===== src/rtl/zigbee_msk_pkg.sv =====
// Shared types and default sizing for the ZigBee MSK (half-sine O-QPSK) modulator.
package zigbee_msk_pkg;

    typedef enum logic {
        IDLE = 1'b0,
        RUN  = 1'b1
    } msk_state_t;

    localparam int DEF_IQ_SIZE = 5;
    localparam int DEF_W_SIZE  = 6;
    localparam int DEF_OSR     = 4;

endpackage


===== src/rtl/zigbee_msk_mod_if.sv =====
// Chip input handshake and I/Q sample output bundle of the MSK modulator.
interface zigbee_msk_mod_if
    import zigbee_msk_pkg::*;
#(
    parameter int IQ_SIZE = DEF_IQ_SIZE
);
    logic                      chip;
    logic                      chipValid;
    logic                      chipReady;
    logic signed [IQ_SIZE-1:0] ibb;
    logic signed [IQ_SIZE-1:0] qbb;
    logic                      oValid;

    modport master (
        output chip,
        output chipValid,
        input  chipReady,
        input  ibb,
        input  qbb,
        input  oValid
    );

    modport slave (
        input  chip,
        input  chipValid,
        output chipReady,
        output ibb,
        output qbb,
        output oValid
    );
endinterface


===== src/rtl/zigbee_msk_sincos_lut.sv =====
// Combinational cos/sin of a W_SIZE-bit phase from one quarter-wave sine table.
// The table is built at elaboration; rounding is half away from zero.
module zigbee_msk_sincos_lut
    import zigbee_msk_pkg::*;
#(
    parameter int IQ_SIZE = DEF_IQ_SIZE,
    parameter int W_SIZE  = DEF_W_SIZE
) (
    input  logic [W_SIZE-1:0]         phase,
    output logic signed [IQ_SIZE-1:0] ibb,
    output logic signed [IQ_SIZE-1:0] qbb
);
    localparam int QTR = 1 << (W_SIZE - 2);
    localparam int AMP = (1 << (IQ_SIZE - 1)) - 1;

    // Taylor series is accurate far beyond one LSB over [0, pi/2].
    function automatic int sin_entry(input int k);
        real x;
        real term;
        real sum;
        x    = 6.283185307179586 * real'(k) / real'(1 << W_SIZE);
        term = x;
        sum  = x;
        for (int n = 1; n < 12; n++) begin
            term = -term * x * x / real'((2 * n) * (2 * n + 1));
            sum  = sum + term;
        end
        return int'(real'(AMP) * sum);
    endfunction

    logic [IQ_SIZE-1:0]        sin_tab [0:QTR];
    logic [W_SIZE-1:0]         ph      [2];
    logic signed [IQ_SIZE-1:0] res     [2];

    // Channel 0 is cosine: sine of the phase advanced by a quarter turn.
    assign ph[0] = phase + W_SIZE'(QTR);
    assign ph[1] = phase;
    assign ibb   = res[0];
    assign qbb   = res[1];

    genvar gi;
    generate
        for (gi = 0; gi <= QTR; gi++) begin : g_tab
            assign sin_tab[gi] = IQ_SIZE'(sin_entry(gi));
        end

        for (gi = 0; gi < 2; gi++) begin : g_fold
            logic [W_SIZE-2:0]  idx;
            logic [IQ_SIZE-1:0] mag;
            // Odd quadrants mirror the table, the lower half-turn is negated.
            assign idx = ph[gi][W_SIZE-2]
                       ? (W_SIZE-1)'(QTR) - {1'b0, ph[gi][W_SIZE-3:0]}
                       : {1'b0, ph[gi][W_SIZE-3:0]};
            assign mag     = sin_tab[idx];
            assign res[gi] = ph[gi][W_SIZE-1] ? -$signed(mag) : $signed(mag);
        end
    endgenerate

endmodule


===== src/rtl/zigbee_msk_mod_top.sv =====
// MSK modulator: each chip rotates the phase a quarter turn over OSR samples.
// Optional sticky underrun flag under macro ZIGBEE_MSK_MOD_UNDERRUN_EN.
module zigbee_msk_mod_top
    import zigbee_msk_pkg::*;
#(
    parameter int IQ_SIZE = DEF_IQ_SIZE,
    parameter int W_SIZE  = DEF_W_SIZE,
    parameter int OSR     = DEF_OSR
) (
    input  logic              clk,
    input  logic              reset_n,
    zigbee_msk_mod_if.slave   bus
`ifdef ZIGBEE_MSK_MOD_UNDERRUN_EN
    ,
    output logic              underrun
`endif
);
    localparam int                CW     = (OSR > 1) ? $clog2(OSR) : 1;
    localparam logic [CW-1:0]     LAST   = CW'(OSR - 1);
    localparam logic [W_SIZE-1:0] STEP_W = W_SIZE'((1 << (W_SIZE - 2)) / OSR);

    msk_state_t                state_reg, state_next;
    logic [CW-1:0]             cnt_reg, cnt_next;
    logic                      dir_reg, dir_next;
    logic [W_SIZE-1:0]         phase_reg, phase_next;
    logic signed [IQ_SIZE-1:0] ibb_reg, qbb_reg;
    logic signed [IQ_SIZE-1:0] lut_i, lut_q;
    logic                      valid_reg;
    logic                      last;
    logic                      chip_ready;
    logic                      hs;

    zigbee_msk_sincos_lut #(
        .IQ_SIZE (IQ_SIZE),
        .W_SIZE  (W_SIZE)
    ) u_lut (
        .phase (phase_reg),
        .ibb   (lut_i),
        .qbb   (lut_q)
    );

    assign last       = (cnt_reg == LAST);
    assign chip_ready = (state_reg == IDLE) || last;
    assign hs         = bus.chipValid && chip_ready;

    assign bus.chipReady = chip_ready;
    assign bus.ibb       = ibb_reg;
    assign bus.qbb       = qbb_reg;
    assign bus.oValid    = valid_reg;

    always_comb begin
        state_next = state_reg;
        cnt_next   = cnt_reg;
        dir_next   = dir_reg;
        phase_next = phase_reg;
        case (state_reg)
            IDLE: begin
                if (hs) begin
                    dir_next   = bus.chip;
                    cnt_next   = '0;
                    state_next = RUN;
                end
            end
            RUN: begin
                phase_next = dir_reg ? phase_reg + STEP_W : phase_reg - STEP_W;
                if (last) begin
                    cnt_next = '0;
                    // Accepting here keeps the chip stream gapless.
                    if (hs) begin
                        dir_next = bus.chip;
                    end else begin
                        state_next = IDLE;
                    end
                end else begin
                    cnt_next = cnt_reg + CW'(1);
                end
            end
            default: state_next = IDLE;
        endcase
    end

    always_ff @(posedge clk or negedge reset_n) begin
        if (!reset_n) begin
            state_reg <= IDLE;
            cnt_reg   <= '0;
            dir_reg   <= 1'b0;
            phase_reg <= '0;
            ibb_reg   <= '0;
            qbb_reg   <= '0;
            valid_reg <= 1'b0;
        end else begin
            state_reg <= state_next;
            cnt_reg   <= cnt_next;
            dir_reg   <= dir_next;
            phase_reg <= phase_next;
            valid_reg <= (state_reg == RUN);
            // Samples use the phase before this cycle's update; hold while idle.
            if (state_reg == RUN) begin
                ibb_reg <= lut_i;
                qbb_reg <= lut_q;
            end
        end
    end

`ifdef ZIGBEE_MSK_MOD_UNDERRUN_EN
    logic underrun_reg;
    logic gap;

    assign gap      = (state_reg == RUN) && last && !hs;
    assign underrun = underrun_reg;

    always_ff @(posedge clk or negedge reset_n) begin
        if (!reset_n) begin
            underrun_reg <= 1'b0;
        end else if (gap) begin
            underrun_reg <= 1'b1;
        end
    end
`endif

endmodule

===== src/flat_wrapper.sv =====
// flat-port wrapper written by rule: the top's interface ports become plain ports
module zigbee_msk_mod_top_flat import zigbee_msk_pkg::*;
#(
    parameter int IQ_SIZE = DEF_IQ_SIZE,
    parameter int W_SIZE  = DEF_W_SIZE,
    parameter int OSR     = DEF_OSR
)
  (clk, reset_n, bus_chip, bus_chipValid, bus_chipReady, bus_ibb, bus_qbb, bus_oValid);
  zigbee_msk_mod_if #(.IQ_SIZE(IQ_SIZE)) bus_i ();
  input  logic clk;
  input  logic reset_n;
  input wire logic [$bits(bus_i.chip)-1:0] bus_chip;
  input wire logic [$bits(bus_i.chipValid)-1:0] bus_chipValid;
  output wire logic [$bits(bus_i.chipReady)-1:0] bus_chipReady;
  output wire logic [$bits(bus_i.ibb)-1:0] bus_ibb;
  output wire logic [$bits(bus_i.qbb)-1:0] bus_qbb;
  output wire logic [$bits(bus_i.oValid)-1:0] bus_oValid;
  assign bus_i.chip = bus_chip;
  assign bus_i.chipValid = bus_chipValid;
  assign bus_chipReady = bus_i.chipReady;
  assign bus_ibb = bus_i.ibb;
  assign bus_qbb = bus_i.qbb;
  assign bus_oValid = bus_i.oValid;
  zigbee_msk_mod_top #(.IQ_SIZE(IQ_SIZE), .W_SIZE(W_SIZE), .OSR(OSR)) u_core (.clk(clk), .reset_n(reset_n), .bus(bus_i));
endmodule

===== config.mk =====
export PLATFORM = sky130hd
export DESIGN_NAME = zigbee_msk_mod_top_flat
export DESIGN_NICKNAME = d
export VERILOG_FILES = /design/src/rtl/zigbee_msk_pkg.sv /design/src/rtl/zigbee_msk_mod_if.sv /design/src/rtl/zigbee_msk_sincos_lut.sv /design/src/rtl/zigbee_msk_mod_top.sv /design/src/flat_wrapper.sv
export SDC_FILE = /design/constraint.sdc
export NUM_CORES = 1
export LEC_CHECK = 0
export ABC_AREA = 1
export CAP_MARGIN = 5
export CORE_MARGIN = 2
export CORE_UTILIZATION = 50
export DETAILED_ROUTE_END_ITERATION = 10
export HOLD_SLACK_MARGIN = 0.15
export PLACE_DENSITY = 0.76
export SLEW_MARGIN = 20
export SYNTH_ARGS = -nofsm -noshare
export SYNTH_HDL_FRONTEND = slang
export SYNTH_SLANG_ARGS = --single-unit

===== constraint.sdc =====
create_clock -name clk -period 4.18 [get_ports clk]
set_input_delay 0.627 -clock clk [delete_from_list [all_inputs] [get_ports clk]]
set_output_delay 0.627 -clock clk [all_outputs]
set_load 0.01 [all_outputs]

== After elaboration in Yosys (flattened, before gate mapping) ==
Memories as Yosys holds them, arrays and structs flattened.
Index checks and enable logic that the tools add are counted.
Storage, ports and cells
  bits in read-only memories: 320
  register bits after elaboration: 21
  word-level logic and storage cells: 45
  memories kept: 2
  input port bits: 4
  output and inout port bits: 12
Operators by class
  equality and inequality tests: 3
  $lt $le $gt $ge: 2
  add/subtract/negate cells: 8
  reductions and logical operators: 2
  mux-type cells: 18
  bitwise logic cells: 3
Memory list
  (no name shown): depth 32, bits a word 5, read ports 1, clocked after memory_dff 0, write ports 0, RTL line zigbee_msk_sincos_lut.sv:54  | assign mag = sin_tab[idx];
  (no name shown): depth 32, bits a word 5, read ports 1, clocked after memory_dff 0, write ports 0, RTL line zigbee_msk_sincos_lut.sv:54
Operator list (count)
  2-to-1 mux 5 bit: 8
  >= comparator 6 bit, second input constant: 2
  inverter 5 -> 6 bit: 2
  negation 5 bit: 2
  subtractor 5 x 4 -> 5 bit, first input constant: 2
  adder 6 x 3 -> 6 bit, second input constant: 1
  adder 6 x 5 -> 6 bit, second input constant: 1
  2-to-1 mux 6 bit: 1
  subtractor 6 x 3 -> 6 bit, second input constant: 1
  2-to-1 mux 1 bit: 4
  2-to-1 mux 2 bit: 2
  case mux 1 bit (2 select lines): 2
  case mux 2 bit (2 select lines): 1
  adder 2 x 1 -> 2 bit, second input constant: 1
  == test 2 bit, second input constant: 1
  inequality test 2 x 1 -> 1 bit, second input constant: 1
  inequality test 2 bit, second input constant: 1
  logical AND 1 bit: 1
  logical OR 1 bit: 1
  inverter 1 bit: 1

== Longest topological paths before layout ==
  word-level depth: 9
  gate-level depth with buffers: 9
  gate-level depth less buffers: 9

== Hierarchy ==
A second synthesis with hierarchy kept.
Second synthesis, totals
  cells, all modules: 225
  area, all modules: 1505.2 sq um
Modules (own cells, without submodules)
  zigbee_msk_mod_top: instances 1, cells an instance 88, area an instance 825.8 sq um, sequential area each 475.5 sq um
  zigbee_msk_sincos_lut: instances 1, cells an instance 137, area an instance 679.4 sq um, sequential area each 0.0 sq um

== Worst setup path after synthesis ==
OpenSTA, ideal clock, no wires.
  kind: reg-to-output
  start: register u_core.cnt_reg[0]
  end: output port bus_chipReady
  stages on the path, launching flop included: 3
  path buffers: 0
  required time: 3.553 ns
  setup slack: 2.711 ns
  data arrival time: 0.842 ns
  cell sequence: dfrtp_1 > ha_1 > or2_4
Between the ends
  longest elaborated chain between the ends: 2
RTL lines
  start, declared: RTL line zigbee_msk_mod_top.sv:23  | logic [CW-1:0] cnt_reg, cnt_next;
  start signal, assigned: RTL line zigbee_msk_mod_top.sv:93  | cnt_reg <= cnt_next;
  == test 2 bit: RTL line zigbee_msk_mod_top.sv:42  | assign last = (cnt_reg == LAST);
  logical OR 1 bit: RTL line zigbee_msk_mod_top.sv:43  | assign chip_ready = (state_reg == IDLE) || last;
  end, declared: RTL line flat_wrapper.sv:14  | output wire logic [$bits(bus_i.chipReady)-1:0] bus_chipReady;
Every way passes these cells.

== Worst setup path in the final report ==
  start: register u_core.state_reg
  end: output port bus_chipReady
Between the ends
  longest elaborated chain between the ends: 2
RTL lines
  start, declared: RTL line zigbee_msk_mod_top.sv:22  | msk_state_t state_reg, state_next;
  start signal, assigned: RTL line zigbee_msk_mod_top.sv:92  | state_reg <= state_next;
  inverter 1 bit: RTL line zigbee_msk_mod_top.sv:43
  logical OR 1 bit: RTL line zigbee_msk_mod_top.sv:43
Every way passes these cells.

==> flow_summary.html <==
<table>
<tr><th>Metric</th><th>Value</th></tr>
<tr><th colspan="2">Routing</th></tr>
<tr><td>Remaining antenna violation count</td><td>0</td></tr>
<tr><td>DRT Wirelength</td><td>1960 um</td></tr>
<tr><td>Via total after detailed routing</td><td>866</td></tr>
<tr><td>Detailed-route DRC error count</td><td>0</td></tr>
<tr><td>Routed len/inst</td><td>roughly 11 um</td></tr>
<tr><td>Number of violations reported at the end of detailed-routing iteration 0</td><td>24</td></tr>
<tr><td>Avg Vias per Cell</td><td>5.03</td></tr>
<tr><td>Detailed-router iteration count before antenna repair</td><td>5</td></tr>
<tr><th colspan="2">Die</th></tr>
<tr><td>Core Rows</td><td>16</td></tr>
<tr><td>Placeable core area</td><td>1960 um2</td></tr>
<tr><td>Ports</td><td>16</td></tr>
<tr><td>Starting density of the core</td><td>52.6%</td></tr>
<tr><td>Die width</td><td>49.4 um</td></tr>
<tr><td>Total Die Area</td><td>2440 um2</td></tr>
<tr><td>Height of the chip</td><td>49.4 um</td></tr>
<tr><th colspan="2">Critical path</th></tr>
<tr><td>Worst setup slack for register-to-register paths</td><td>around 2600 ps</td></tr>
<tr><td>CP Class</td><td>flop to primary output</td></tr>
<tr><td>CP endpoint kind</td><td>primary output</td></tr>
<tr><td>Biggest fanout along the worst timing path</td><td>18</td></tr>
<tr><td>Worst reg2reg startpoint</td><td>u_core.phase_reg[4]</td></tr>
<tr><td>Critical Path Source Type</td><td>flop</td></tr>
<tr><td>Worst R2R End</td><td>u_core.phase_reg[5]</td></tr>
<tr><td>Data required, critical path</td><td>3550 ps</td></tr>
<tr><td>Number of cell instances on the worst register-to-register path</td><td>6</td></tr>
<tr><td>Crit path arrival time</td><td>1970 ps</td></tr>
<tr><th colspan="2">Clock network</th></tr>
<tr><td>Sink count of the clock tree</td><td>19</td></tr>
<tr><td>Post-CTS resize count</td><td>0</td></tr>
<tr><td>TritonCTS clock tree</td><td>yes</td></tr>
<tr><td>Clock-pin slew reported for the worst setup and hold paths after clock tree synthesis</td><td>110 ps</td></tr>
<tr><td>Clock root buffer</td><td>sky130_fd_sc_hd__clkbuf_4</td></tr>
<tr><td>Clk_lat worst skew</td><td>about 300 ps</td></tr>
<tr><td>Setup repair bufs after CTS</td><td>0</td></tr>
<tr><td>Cts bufs inserted</td><td>3</td></tr>
<tr><td>Htree depth</td><td>1</td></tr>
<tr><td># hold bufs at CTS</td><td>0</td></tr>
<tr><td>Max clock buf depth</td><td>2</td></tr>
<tr><th colspan="2">Finish</th></tr>
<tr><td>Number of filler instances in the final layout</td><td>181</td></tr>
<tr><td>Finished Core Util</td><td>between 60% and 70%</td></tr>
<tr><td>Fraction of layout cells with a size suffix above 1</td><td>10.3%</td></tr>
<tr><td>Number of nets in the layout</td><td>155</td></tr>
<tr><td>Number of standard cells in the layout, taps in and fillers out</td><td>172</td></tr>
<tr><td>Number of antenna cells inserted</td><td>0</td></tr>
<tr><td>Synth-to-Final Area Change</td><td>17.1%</td></tr>
<tr><th colspan="2">Placement</th></tr>
<tr><td>Final HPWL from detailed placement</td><td>1390 um</td></tr>
<tr><td>Placer congestion estimate</td><td>0.841</td></tr>
<tr><td>Placed cell count</td><td>168</td></tr>
<tr><td>Number of buffers inserted by port buffering</td><td>15</td></tr>
<tr><td>DP Worst Slack</td><td>1950 ps</td></tr>
<tr><th colspan="2">Timing</th></tr>
<tr><td>RSZ-0062 raised after global routing</td><td>no</td></tr>
<tr><td>Post-route setup TNS</td><td>0 ps</td></tr>
<tr><td>Final period utilization</td><td>between 60 and 70%</td></tr>
<tr><td>Actual slew at the worst max-slew pin</td><td>about 840 ps</td></tr>
<tr><td>Maximum achievable frequency</td><td>386 MHz</td></tr>
<tr><td>Final Max Slew Viols</td><td>0</td></tr>
<tr><td>Rel. slew slack</td><td>43.5%</td></tr>
<tr><td>Worst Skew</td><td>2.28 ps</td></tr>
<tr><td>Final count of negative-setup-slack endpoints</td><td>0</td></tr>
<tr><td>Final Critical Period</td><td>2590 ps</td></tr>
<tr><td>Final critical-path setup slack</td><td>approximately 1600 ps</td></tr>
<tr><td>Final Hold Violating Endpoints</td><td>0</td></tr>
<tr><th colspan="2">Synth</th></tr>
<tr><td>Cell taking the most area after synthesis</td><td>sky130_fd_sc_hd__dfrtp_1</td></tr>
<tr><td>Yosys warnings</td><td>0</td></tr>
<tr><td>Top cells by instance count after synthesis</td><td>55 x sky130_fd_sc_hd__nand2_1, 19 x sky130_fd_sc_hd__dfrtp_1, 8 x sky130_fd_sc_hd__nor2_1, 6 x sky130_fd_sc_hd__a21oi_1, 6 x sky130_fd_sc_hd__nand3_1</td></tr>
<tr><td>Adder-cell share of the synthesized area</td><td>between 6 and 7%</td></tr>
<tr><td>Share of the yosys chip area belonging to registers</td><td>46.1%</td></tr>
<tr><td>Dominant cells by area after synthesis</td><td>sky130_fd_sc_hd__dfrtp_1 46%, sky130_fd_sc_hd__nand2_1 20%, sky130_fd_sc_hd__ha_1 4.9%, sky130_fd_sc_hd__a21oi_1 2.9%, sky130_fd_sc_hd__nand3_1 2.9%</td></tr>
<tr><td>Combinational family with the most area after synthesis</td><td>simple AND/OR/NAND/NOR gates</td></tr>
<tr><td>Share of synthesized cell area in and, or, nand and nor gates</td><td>a little under 30%</td></tr>
<tr><td>Post-synthesis mux area share</td><td>0%</td></tr>
<tr><td>Area of the mapped netlist</td><td>1030 um2</td></tr>
<tr><td>Avg Synthesized Cell Area</td><td>~8.0 um2</td></tr>
<tr><td>Cell variety after synth</td><td>23</td></tr>
<tr><td>Number of synthesized register bits</td><td>19</td></tr>
<tr><td>Cell with the most instances after synthesis</td><td>sky130_fd_sc_hd__nand2_1</td></tr>
<tr><td>Share of the synthesized netlist area taken by xor and xnor gates</td><td>1.70%</td></tr>
<tr><td>Post-Syn Nets</td><td>138</td></tr>
<tr><td>Proportion of netlist area held by the largest area contributor</td><td>46.1%</td></tr>
<tr><td>Main synth FF type</td><td>sky130_fd_sc_hd__dfrtp_1</td></tr>
<tr><td>Compound-cell area share of the yosys netlist</td><td>slightly below 9%</td></tr>
<tr><td>Share of synthesized flip-flops with an asynchronous set or reset</td><td>100%</td></tr>
<tr><td>Post-Synthesis Cells</td><td>129</td></tr>
<tr><td>Number of synthesized flops with an enable pin</td><td>0</td></tr>
<tr><th colspan="2">Global route</th></tr>
<tr><td>Maximum number of pins on one net before global-route repair</td><td>20</td></tr>
<tr><td>GRT Util Overall</td><td>18.9%</td></tr>
<tr><td>Antenna violations before repair</td><td>0</td></tr>
<tr><td>Remaining global-route overflow</td><td>0</td></tr>
<tr><td>First-pass GRT wire length</td><td>3550 um</td></tr>
<tr><td>Vias in the first global route</td><td>838</td></tr>
<tr><th colspan="2">Flow run</th></tr>
<tr><td>Number of maximum-capacitance constraint violations</td><td>0</td></tr>
<tr><th colspan="2">Pwr</th></tr>
<tr><td>Leakage power summed over all cells</td><td>0.621 nW</td></tr>
<tr><td>Power per standard cell area</td><td>945 nW/um2</td></tr>
<tr><td>Maximum vdd drop</td><td>0.542 mV</td></tr>
<tr><th colspan="2">Hold path</th></tr>
<tr><td>Worst hold path type</td><td>flop to flop</td></tr>
<tr><td>Worst hold path depth</td><td>2</td></tr>
<tr><td>End point of the worst hold path</td><td>u_core.bus.ibb[0]</td></tr>
<tr><td>Min-delay src</td><td>u_core.bus.ibb[0]</td></tr>
<tr><th colspan="2">Outcome</th></tr>
<tr><td>Run status</td><td>complete, no violations</td></tr>
</table>
## critical path: stages, from the launching register on
cell and delay, ps:
sky130_fd_sc_hd__dfrtp_1 640, sky130_fd_sc_hd__inv_2 240, sky130_fd_sc_hd__or2_4 300, sky130_fd_sc_hd__clkdlybuf4s50_1 480
## metrics by stage
step | hold WS (ps) | area, um2 | power [mW]
global route | 528 | 1210 | 1.27
global placement | 468 | 1180 | 1.03
finish | 490 | 1210 | 1.14
detailed placement | 472 | 1180 | 1.05
floorplan | 331 | 1030 | 0.860
CTS | 495 | 1210 | 1.15
## layout make-up
| class | instances | area (um2) | area share (%) |
|---|---|---|---|
| clock inverters | 1 | 5.00 | 0.415 |
| multi-input cells | 97 | 478 | 39.6 |
| well taps | 27 | 33.8 | 2.80 |
| repair buffers | 15 | 150 | 12.4 |
| clock buffers | 3 | 22.5 | 1.87 |
| flip-flops and latches | 19 | 475 | 39.4 |
| inverters | 10 | 42.5 | 3.52 |
## placed cells by master, fill, tap and decap left out
master	Yosys	layout
sky130_fd_sc_hd__a21oi_1	6	6
sky130_fd_sc_hd__a21oi_2	1	1
sky130_fd_sc_hd__a22o_1	1	1
sky130_fd_sc_hd__clkbuf_4	0	3
sky130_fd_sc_hd__clkdlybuf4s50_1	0	15
sky130_fd_sc_hd__clkinv_2	0	1
sky130_fd_sc_hd__dfrtp_1	19	19
sky130_fd_sc_hd__fa_1	1	1
sky130_fd_sc_hd__ha_1	4	4
sky130_fd_sc_hd__inv_1	5	5
sky130_fd_sc_hd__inv_2	4	4
sky130_fd_sc_hd__inv_6	1	1
sky130_fd_sc_hd__nand2_1	55	55
sky130_fd_sc_hd__nand2_2	3	3
sky130_fd_sc_hd__nand3_1	6	6
sky130_fd_sc_hd__nor2_1	8	8
sky130_fd_sc_hd__o21ai_0	2	2
sky130_fd_sc_hd__o21ai_1	5	5
sky130_fd_sc_hd__o21bai_1	1	1
sky130_fd_sc_hd__or2_2	1	1
sky130_fd_sc_hd__or2_4	1	1
sky130_fd_sc_hd__xnor2_1	1	1
sky130_fd_sc_hd__xor2_1	1	1
## per-layer routing
layer  track usage (%)  routed length (um)  up-vias
li1                  -                   -      438
met1              22.5                 895      402
met2              32.9                 954       22
met3              5.83                  88        4
met4              5.56                  22        0
met5                 0                   0        -
## cell families after synthesis
group / Yosys count
xor+xnor: 2
flops: 19
compound gates: 16
buf+inv: 13
simple gates: 74
fa+ha+maj: 5
## where the power goes
part,switching [mW],internal (mW),total (mW)
Sequential,0.0978,0.278,0.376
Combinational,0.370,0.301,0.671
Clock,0.0579,0.0357,0.0936
Total,0.526,0.615,1.14
## worst max-delay path by stage
stage | from | to | slack [ps] | depth (start not counted)
finish | u_core.state_reg | bus_chipReady | 1590 | 3
floorplan | u_core.cnt_reg[0] | bus_chipReady | 2710 | 2
detailed placement | u_core.state_reg | bus_chipReady | 1950 | 3
CTS | u_core.state_reg | bus_chipReady | 1600 | 3
global placement | u_core.state_reg | bus_chipReady | 1990 | 3
global route | u_core.state_reg | bus_chipReady | 1520 | 3
Power figures use the tool's default switching activity.
